==> src/rtl/cmd_frame_packer.sv <==
// Command-frame packer: wraps a streamed payload in sync/length/code header
// and an optional additive checksum trailer, writing into a TX FIFO port.
module cmd_frame_packer #(
  parameter int                     DW         = 8,
  parameter int                     CMD_W      = 5,
  parameter int                     N_CODES    = 5,
  parameter logic [N_CODES*DW-1:0]  CODE_TABLE = {8'h63, 8'h87, 8'h94, 8'h25, 8'h13},
  parameter logic [DW-1:0]          SYNC0      = 8'hEB,
  parameter logic [DW-1:0]          SYNC1      = 8'h90,
  parameter bit                     CHK_EN     = 1'b1
) (
  input  logic             clk,
  input  logic             rst_n,
  input  logic             newcmd,
  input  logic [CMD_W-1:0] cmd,
  input  logic [DW-1:0]    length,
  input  logic             wen,
  input  logic [DW-1:0]    din,
  input  logic             rx_done,
  input  logic             full,
  output logic             valid,
  output logic [DW-1:0]    dout,
  output logic             busy,
  output logic             frame_done,
  output logic             drop_err,
  output logic             short_err
);

  localparam logic [1:0] IDLE = 2'd0;
  localparam logic [1:0] HDR  = 2'd1;
  localparam logic [1:0] PAY  = 2'd2;
  localparam logic [1:0] CHK  = 2'd3;

  logic [1:0]    state_r, state_s;
  logic [1:0]    idx_r, idx_s;
  logic [DW-1:0] cnt_r, cnt_s;
  logic [DW-1:0] csum_r, csum_s;
  logic [DW-1:0] len_r, len_s;
  logic [DW-1:0] code_r, code_s;
  logic [DW-1:0] dout_r, dout_s;
  logic          valid_r, valid_s;
  logic          done_r, done_s;
  logic          drop_r, drop_s;
  logic          short_r, short_s;
  logic          accept_s;
  logic [DW-1:0] cnt_acc_s;

  function automatic logic [DW-1:0] csum_add(input logic [DW-1:0] a, input logic [DW-1:0] b);
    return a + b;
  endfunction

  // Out-of-range command indices fall back to the last table entry.
  function automatic logic [DW-1:0] code_lookup(input logic [CMD_W-1:0] c);
    int sel;
    sel = (int'(c) < N_CODES) ? int'(c) : N_CODES - 1;
    return CODE_TABLE[sel*DW +: DW];
  endfunction

  assign accept_s  = wen && !full;
  assign cnt_acc_s = cnt_r + {{(DW-1){1'b0}}, accept_s};

  // Next-state, emission and error-pulse decisions.
  always_comb begin
    state_s = state_r;
    idx_s   = idx_r;
    cnt_s   = cnt_r;
    csum_s  = csum_r;
    len_s   = len_r;
    code_s  = code_r;
    dout_s  = dout_r;
    valid_s = 1'b0;
    done_s  = 1'b0;
    drop_s  = 1'b0;
    short_s = 1'b0;
    case (state_r)
      IDLE: begin
        if (newcmd && !full) begin
          len_s   = length;
          code_s  = code_lookup(cmd);
          csum_s  = {DW{1'b0}};
          idx_s   = 2'd0;
          cnt_s   = {DW{1'b0}};
          state_s = HDR;
        end else begin
          state_s = IDLE;
        end
      end
      HDR: begin
        if (rx_done) begin
          state_s = IDLE;
        end else if (!full) begin
          valid_s = 1'b1;
          idx_s   = idx_r + 2'd1;
          case (idx_r)
            2'd0:    dout_s = SYNC0;
            2'd1:    dout_s = SYNC1;
            2'd2:    begin dout_s = len_r;  csum_s = csum_add(csum_r, len_r);  end
            default: begin dout_s = code_r; csum_s = csum_add(csum_r, code_r); end
          endcase
          if (idx_r == 2'd3) begin
            if (len_r != {DW{1'b0}}) begin
              state_s = PAY;
            end else if (CHK_EN) begin
              state_s = CHK;
            end else begin
              state_s = IDLE;
              done_s  = 1'b1;
            end
          end else begin
            state_s = HDR;
          end
        end else begin
          state_s = HDR;
        end
      end
      PAY: begin
        if (accept_s) begin
          valid_s = 1'b1;
          dout_s  = din;
          csum_s  = csum_add(csum_r, din);
        end else begin
          valid_s = 1'b0;
        end
        drop_s = wen && full;
        cnt_s  = cnt_acc_s;
        // A byte accepted alongside rx_done is counted before the short check.
        if ((cnt_acc_s == len_r) || rx_done) begin
          short_s = (cnt_acc_s != len_r);
          if (CHK_EN) begin
            state_s = CHK;
          end else begin
            state_s = IDLE;
            done_s  = 1'b1;
          end
        end else begin
          state_s = PAY;
        end
      end
      CHK: begin
        if (!full) begin
          valid_s = 1'b1;
          dout_s  = csum_r;
          done_s  = 1'b1;
          state_s = IDLE;
        end else begin
          state_s = CHK;
        end
      end
      default: begin
        state_s = IDLE;
      end
    endcase
  end

  // State and registered FIFO-side outputs.
  always_ff @(posedge clk or negedge rst_n) begin
    if (!rst_n) begin
      state_r <= IDLE;
      idx_r   <= 2'd0;
      cnt_r   <= {DW{1'b0}};
      csum_r  <= {DW{1'b0}};
      len_r   <= {DW{1'b0}};
      code_r  <= {DW{1'b0}};
      dout_r  <= {DW{1'b0}};
      valid_r <= 1'b0;
      done_r  <= 1'b0;
      drop_r  <= 1'b0;
      short_r <= 1'b0;
    end else begin
      state_r <= state_s;
      idx_r   <= idx_s;
      cnt_r   <= cnt_s;
      csum_r  <= csum_s;
      len_r   <= len_s;
      code_r  <= code_s;
      dout_r  <= dout_s;
      valid_r <= valid_s;
      done_r  <= done_s;
      drop_r  <= drop_s;
      short_r <= short_s;
    end
  end

  assign valid      = valid_r;
  assign dout       = dout_r;
  assign busy       = (state_r != IDLE);
  assign frame_done = done_r;
  assign drop_err   = drop_r;
  assign short_err  = short_r;

endmodule

==> config.mk <==
export PLATFORM = sky130hd
export DESIGN_NAME = cmd_frame_packer
export DESIGN_NICKNAME = d
export VERILOG_FILES = /design/src/rtl/cmd_frame_packer.sv
export SDC_FILE = /design/constraint.sdc
export NUM_CORES = 1
export LEC_CHECK = 0
export CORE_ASPECT_RATIO = 0.5
export CORE_MARGIN = 2
export CORE_UTILIZATION = 56
export DETAILED_ROUTE_END_ITERATION = 8
export GPL_ROUTABILITY_DRIVEN = 0
export PLACE_DENSITY = 0.81
export SLEW_MARGIN = 40
export SYNTH_ARGS = -nofsm -noshare
export SYNTH_HDL_FRONTEND = slang
export SYNTH_SLANG_ARGS = --single-unit
==> constraint.sdc <==
create_clock -name clk -period 3.17 [get_ports clk]
set_input_delay 0.951 -clock clk [delete_from_list [all_inputs] [get_ports clk]]
set_output_delay 0.951 -clock clk [all_outputs]
set_load 0.01 [all_outputs]
### Word level (Yosys, flattened, before mapping)

Index checks and enable logic that the tools add are counted.
W data, S select, Z words.

| operators by class | value |
|---|---|
| shift-type cells | 1 |
| $add $sub $neg | 5 |
| order comparisons | 1 |
| multiplexer cells | 34 |
| reductions and logical operators | 19 |
| equal/unequal tests | 14 |

Operators with widths:

| kind | count |
|---|---|
| $pmux W8 S3 | 3 |
| $mux W8 | 8 |
| $shiftx A40 B9 Y8 const A | 1 |
| $pmux W8 S2 | 2 |
| $add A8 B8 Y8 | 3 |
| $mux W2 | 7 |
| $ne A2 B2 Y1 const B | 6 |
| $mux W1 | 10 |
| $add A8 B1 Y8 | 1 |
| $eq A2 B2 Y1 const B | 4 |
| $eq A8 B8 Y1 | 1 |
| $ne A8 B8 Y1 | 1 |
| $pmux W2 S4 | 1 |
| $reduce_bool A8 Y1 | 1 |
| $reduce_and A6 Y1 | 1 |
| $reduce_bool A2 Y1 | 3 |
| $reduce_bool A3 Y1 | 2 |
| $lt A5 B3 Y1 const B | 1 |
| $mux W5 | 1 |
| $reduce_and A5 Y1 | 1 |
| $eq A2 B1 Y1 const B | 2 |
| $logic_not A2 Y1 | 2 |
| $pmux W2 S2 | 1 |
| $reduce_and A2 Y1 | 2 |
| 7 further kinds | 9 |

| word-level totals | value |
|---|---|
| output and inout port bits | 13 |
| register bits after elaboration | 48 |
| word-level logic and storage cells | 85 |

### Logic depth before layout (Yosys ltp)

Gate-level depths: netlist (run 1).

| depth | value |
|---|---|
| word-level depth | 7 |
| mapped depth | 16 |
| depth with buffers taken out | 13 |

### Least setup slack after synthesis (run 1)

OpenSTA, ideal clock, no wires.

| path | value |
|---|---|
| path kind | flip-flop to flip-flop |
| start point | register state_r[0] |
| end point | register csum_r[6] |
| arrival time | 2737 ps |
| library setup time | 76 ps |
| data required time | 3094 ps |
| path slack | 357 ps |
| clock period less this slack | 2813 ps |
| cell stages (with the launch flop) | 17 |
| path through | dfrtp_1 > inv_1 > ha_1 > clkbuf_1 > clkbuf_1 > clkbuf_1 > nand2_1 > o21ai_0 > ha_1 > inv_1 > fa_1 > nor2b_1 > o21ai_0 > nand2b_1 > a31oi_1 > xor2_1 > o21ai_1 |

| between the ends | value |
|---|---|
| longest elaborated chain between the ends | 3 |
| elaborated cells on any way between the ends | 11 |
| classes of those cells | eq/ne: 7; mux: 1; reduce/logical: 3 |

Ends and longest elaborated chain:

| element | RTL line | RTL |
|---|---|---|
| start: declaration | 34 | `logic [1:0] state_r, state_s;` |
| start signal: assignment | 170 | `state_r <= state_s;` |
| $eq A2 B2 Y1, or another cell as far along | 75 | `case (state_r)` |
| $ne A2 B2 Y1 (no source line) or $reduce_bool A3 Y1 (tied branches) | - |  |
| $reduce_and A6 Y1 (no source line) | - |  |
| end signal: assignment | 161 | `csum_r <= {DW{1'b0}};` |
| end signal: assignment | 173 | `csum_r <= csum_s;` |
| end: declaration | 37 | `logic [DW-1:0] csum_r, csum_s;` |

Parallel ways exist; a longest one is shown, timed or not.
A chain may end at the register's enable or synchronous reset.

### Worst setup path after layout (run 1)

| path | value |
|---|---|
| start point | input wen |
| end point | register state_r[0] |

| between the ends | value |
|---|---|
| longest elaborated chain between the ends | 6 |

Ends and longest elaborated chain:

| element | RTL line | RTL |
|---|---|---|
| start: declaration | 17 | `input logic wen,` |
| $logic_and A1 B1 Y1 | 59 | `assign accept_s = wen && !full;` |
| $add A8 B1 Y8 | 60 | `assign cnt_acc_s = cnt_r + {{(DW-1){1'b0}}, accept_s};` |
| $eq A8 B8 Y1 | 127 | `if ((cnt_acc_s == len_r) \|\| rx_done) begin` |
| $logic_or A1 B1 Y1 | 127 |  |
| $mux W1 | 127 |  |
| $pmux W2 S4 | 75 |  |
| via state_s[0] | 34 |  |

The timed path passes the listed nets, and every way through them passes these cells.

==> results of run 1 <==
cell usage in the layout (no fill, tap or decap), drive strengths merged, types with 4 or more instances in the layout:
master,netlist,routed
clkbuf,9,6
o21ai,37,37
nand3,8,8
nand2b,5,5
nand2,45,45
mux2,8,8
dfrtp,47,47
nor2b,4,4
nor2,21,21
mux2i,8,8
nand3b,4,4
nor3,7,7
a21oi,30,30
buf,9,9
inv,14,14
a221oi,8,8
ha,20,20
clkdlybuf4s50,0,38
o211ai,4,4
xnor2,14,14
kinds of logic after synthesis:
kind of cell	count (synthesis)	synth area share (%)
AOI/OAI and AO/OA	100	20.2
xor gates and xnor gates	17	4.88
adders and majority gates	21	8.86
buffers and inverters	32	4.51
DFF	47	38.6
muxes	16	5.58
and+or+nand+nor	109	17.4
path summary, 6_finish.rpt:
check	from	depth (start not counted)	slack [ns]	endpoint
max in group asynchronous	rst_n	2	1.80	code_r[7]
min in group asynchronous	rst_n	1	0.62	dout[4]
min reg2reg	dout[7]	2	0.49	dout[7]
min	dout[7]	2	0.49	dout[7]
max	wen	10	0.25	state_r[0]
max reg2reg	idx_r[0]	11	0.26	csum_r[7]
critical path, delay by kind of cell:
| kind | cells | cell delay [ns] |
|---|---|---|
| buffers and inverters | 1 | 0.50 |
| adders and majority gates | 2 | 0.55 |
| and+or+nand+nor | 3 | 0.51 |
| AOI/OAI and AO/OA | 4 | 0.63 |
routing by layer:
layer | up-vias | routed length (um) | global-route usage, %
li1 | 1290 | - | -
met1 | 1248 | 3330 | 35.6
met2 | 96 | 3440 | 41.4
met3 | 10 | 502 | 5.27
met4 | 0 | 97 | 8.06
met5 | - | 0 | 0
metrics by stage:
stage | util, % | cells
2_1_floorplan | - | 342
3_3_place_gp | 68.7 | 441
3_5_place_dp | 68.7 | 441
4_1_cts | 70.4 | 448
5_1_grt | 70.5 | 448
6_report | 70.5 | 448
cell type report:
class,count,share of cell area [%]
inverter,14,1.46
multi-input combinational,263,48.4
clock inverter,1,0.140
tap,70,2.44
timing repair buffer,47,12.4
sequential,47,32.8
clock buffer,6,2.30
flip-flops by register name (all words and copies together), names as in the netlist:
name / flops
cnt_r: 8
csum_r: 8
dout: 8
len_r: 8
code_r: 7
idx_r: 2
state_r: 2
drop_err: 1
frame_done: 1
short_err: 1
valid: 1
repair_timing:
action | in CTS | in global routing
hold buffers | 0 | 0
hold endpoints to repair | 0 | 0
gates resized for setup | 0 | 1
setup endpoints to repair | 0 | 1
power breakdown:
| part | leakage (nW) | total (mW) | internal [mW] | switching (mW) |
|---|---|---|---|---|
| logic | 0.873 | 1.44 | 0.658 | 0.785 |
| clock network | 0.0470 | 0.378 | 0.172 | 0.206 |
| registers | 0.605 | 1.01 | 0.786 | 0.223 |
| total | 1.52 | 2.83 | 1.62 | 1.21 |
==> impl_metrics.yaml, run 1 <==
run_status:
  status: "finished clean"
timing:
  max_freq_mhz: 343
  finalSetupTns_ns: 0
  hold_viol_final: 0
  setup_viol_count_final: 0
  slew_violations: 0
  worst_pin_slew_ns: 0.732
  whs_ns: 0.492
  finClkSkew_ns: 0.00774
  post-route-min-period_ns: 2.92
  layout_setup_ws_ns: 0.251
  relSlewSlack_pct: 51.2
  post-route-period-util_pct: 92.1
  rsz0062_at_grt: "no"
floorplanning:
  dieArea_um2: 6090
  ios: 40
  coreArea_um2: 5090
  chipWidth_um: 108
  start_util_pct: 59.9
  row_count: 18
  dieHeight_um: 56.2
routing:
  drtIter0Drc: 196
  ant_nets: 0
  vias: 2644
  drc: 0
  wl_per_cell_um: 16.5
  drt_pass1_iterations: 7
  vias_per_cell: 5.90
  routed_wl_um: 7380
grt:
  first_global_vias: 2498
  grt_pass1_wl_um: 12200
  track_usage_pct: 25.9
  antenna_found_initial: 0
  overflow: 0
  grt_max_degree: 25
yosys:
  synth_ff_type: "dfrtp_1"
  synth_nets: 390
  avgSynthCellArea_um2: 8.92
  ys_top_cells_by_count: "dfrtp_1 (47), nand2_1 (45), o21ai_0 (31), a21oi_1 (30), nor2_1 (21)"
  synth_seq_cells: 47
  syn-cell-area_um2: 3050
  synth_seq_area_share_pct: 38.6
  synth_most_common_cell: "dfrtp_1"
  syn_inst: 342
  yosys-top-cells-area: "dfrtp_1 (39%), ha_1 (8.2%), nand2_1 (5.5%)"
  yosysTopAreaCell: "dfrtp_1"
  synthDominantCellAreaShare_pct: 38.6
  ys_types: 50
  yosys_warnings: 0
  synth-async-reset-ratio_pct: 100
  synth_edf_count: 0
setup_path:
  crit_type: "input pin to register"
  critPathArrivalTime_ns: 3.16
  critPathSlowestCell: "clkdlybuf4s50_1"
  critPathMaxFanout: 9
  worst_path_largest_cell_delay_ns: 0.50
  cp_cell_sequence: "clkdlybuf4s50_1 -> nor2b_1 -> ha_1 -> ha_1 -> nand3b_1 -> a221oi_1 -> a21oi_1 -> nor3_4 -> a31oi_1 -> a21oi_1"
  worstPathRequired_ns: 3.41
  critical_path.endpoint_type: "register"
  start_kind: "input pin"
clocking:
  cts_tree: "built"
  cts_buffer_depth: 2
  post_cts_buffers: 0
  path_clk_slew_ns: 0.09
  ctsHtreeMaxLevel: 2
  clock_latency_ns: 0.31
  cts.sinks: 47
  cts_root_buffer: "clkbuf_8"
  cts_buffers: 5
power:
  power_density_nw_per_um2: 789
  power.total_mw: 2.83
  p_leak_nw: 1.52
  vdd_drop_max_mv: 0.466
placement:
  dp_hpwl_um: 5570
  portBuffers: 39
  dpl_cell_area_um2: 3500
  dp_slack_ns: -0.0000921
final_layout:
  synthToLayoutAreaGrowth_pct: 17.6
  diodes: 0
  stdcell_area_um2: 3590
  multi_input_area_um2: 1740
  register_area_um2: 1180
  drive_gt1_share_pct: 8.73
  nets: 426
  fillers: 404
job:
  maxCapViolations: 0
hold_path:
  holdCritPathClass: "register to register"
Note: power is estimated with default switching activity, not from simulation.
==> inputs of run 2 (changes only) <==
- SLEW_MARGIN: 40 -> unset
==> results of run 2 <==
No change in the layout: final DEF, timing and power equal those of run 1.
==> inputs of run 3 (changes only) <==
- CORE_MARGIN: 2 -> 8
- CTS_CLUSTER_SIZE: unset -> 12
- PLACE_DENSITY: 0.81 -> 0.82
==> impl_metrics.yaml, run 3 (synthesis results as in run 1) <==
run_status:
  status: "finished clean"
setup_path:
  cp.buffers_inverters: 1
  reg2regPathDepth: 11
  worstReg2RegStart: "idx_r[0]"
  crit_family: "compound AO/OA/AOI/OAI gates"
  crit_cells: 10
  setup.worst_path.start: "wen"
  cp_cell_sequence: "clkdlybuf4s50_1 -> nor2b_1 -> ha_1 -> ha_2 -> nand3b_1 -> a221oi_1 -> a21oi_1 -> nor3_4 -> a31oi_1 -> a21oi_1"
  critPathMaxFanout: 9
  crit_type: "input pin to register"
  start_kind: "input pin"
  r2r_slack_ns: 0.37
  critPathSlowestCell: "clkdlybuf4s50_1"
  worst_path_largest_cell_delay_ns: 0.49
  critical_path.endpoint_type: "register"
  worstPathRequired_ns: 3.39
  crit_end: "state_r[0]"
  crit_path_frequent_cell: "a21oi_1"
  critPathArrivalTime_ns: 3.09
  rr_endpoint: "csum_r[7]"
grt:
  overflow: 0
  antenna_found_initial: 0
  track_usage_pct: 19.3
  grt_pass1_wl_um: 12700
  first_global_vias: 2634
  grt_max_degree: 48
final_layout:
  multi_input_area_um2: 1740
  diodes: 0
  final_cell_mix: "dfrtp_1 (47), nand2_1 (45), clkdlybuf4s50_1 (38)"
  nets: 425
  stdcell_area_um2: 3600
  synthToLayoutAreaGrowth_pct: 18.0
  post_layout_nonfiller_instances: 451
  register_area_um2: 1180
  fillers: 438
  final_common_cell: "dfrtp_1"
  fin_util_pct: 67.0
  drive_gt1_share_pct: 8.73
timing:
  finClkSkew_ns: 0.00556
  finalSetupTns_ns: 0
  max_freq_mhz: 349
  setup_viol_count_final: 0
  rsz0062_at_grt: "no"
  relSlewSlack_pct: 28.7
  slew_violations: 0
  hold_viol_final: 0
  post-route-min-period_ns: 2.87
  post-route-period-util_pct: 90.4
  worst_pin_slew_ns: 1.07
routing:
  vias: 2689
  drt_pass1_iterations: 7
  drc: 0
  ant_nets: 0
  vias_per_cell: 5.96
  routed_wl_um: 7590
  wl_per_cell_um: 16.8
  drtIter0Drc: 231
power:
  vdd_drop_max_mv: 0.350
  p_leak_nw: 1.52
  power_density_nw_per_um2: 799
clocking:
  path_clk_slew_ns: 0.09
  hold_buffers: 0
  cts_buffers: 5
  clock_latency_ns: 0.30
  ctsHtreeMaxLevel: 2
  cts_tree: "built"
  cts.sinks: 47
  post_cts_buffers: 0
  cts_buffer_depth: 2
  cts_root_buffer: "clkbuf_8"
floorplanning:
  row_count: 19
  ios: 40
  start_util_pct: 56.8
  dieArea_um2: 8210
  dieHeight_um: 68.2
  coreArea_um2: 5370
  chipWidth_um: 120
placement:
  dpl_cell_area_um2: 3490
  dp_cells: 443
  dp_hpwl_um: 5800
  portBuffers: 39
hold_path:
  holdCritPathClass: "register to register"
job:
  maxCapViolations: 0
## run 3: cell types whose count changed in the layout (fill, tap and decap cells not counted), sizes merged
cell    delta
clkinv     -1
clkbuf     +2
buf        -1
## run 3: routing by layer
metal  vias to the layer above  wire length (um)  GRT usage [%]
li1                       1286                 -              -
met1                      1313              3350           24.2
met2                        75              3730           32.9
met3                        15               356           3.62
met4                         0               147           8.32
met5                         -                 0              0
## run 3: how the worst min path moves through the flow
| stage | from | depth (start not counted) | to |
|---|---|---|---|
| after floorplan | code_r[2] | 2 | code_r[2] |
| after CTS | dout[6] | 2 | dout[6] |
| after detailed placement | dout[6] | 2 | dout[6] |
| after global routing | dout[2] | 2 | dout[2] |
| final | dout[6] | 2 | dout[6] |
| after global placement | dout[7] | 2 | dout[7] |
## run 3: what timing repair did
| item | in CTS | in global routing |
|---|---|---|
| hold endpoints to repair | 0 | 0 |
| resized for setup | 0 | 2 |
| setup endpoints to repair | 0 | 3 |
## run 3: layout make-up
class / instances / share of cell area (%)
repair buffers: 46 / 12.2
multi-input cells: 263 / 48.4
clock buffers: 8 / 2.78
flip-flops and latches: 47 / 32.7
well taps: 73 / 2.54
inverters: 14 / 1.46
## run 3: through the flow
stage | setup WS [ns] | hold WS, ns | total power [mW]
2_1_floorplan | 0.357 | 0.470 | 1.96
3_3_place_gp | 0.0830 | 0.467 | 2.39
3_5_place_dp | -0.0611 | 0.475 | 2.46
4_1_cts | 0.268 | 0.496 | 2.86
5_1_grt | 0.0153 | 0.518 | 3.09
6_report | 0.304 | 0.492 | 2.87
## run 3: power breakdown
part	internal [mW]	leakage, nW	switching [mW]
clock network	0.199	0.0515	0.203
registers	0.786	0.605	0.220
logic	0.659	0.865	0.806
total	1.65	1.52	1.23
## run 3: tightest hold or removal path, stage by stage (launching register included)
cell	delay, ns
dfrtp_1	0.35
nand2_1	0.05
o21ai_0	0.06
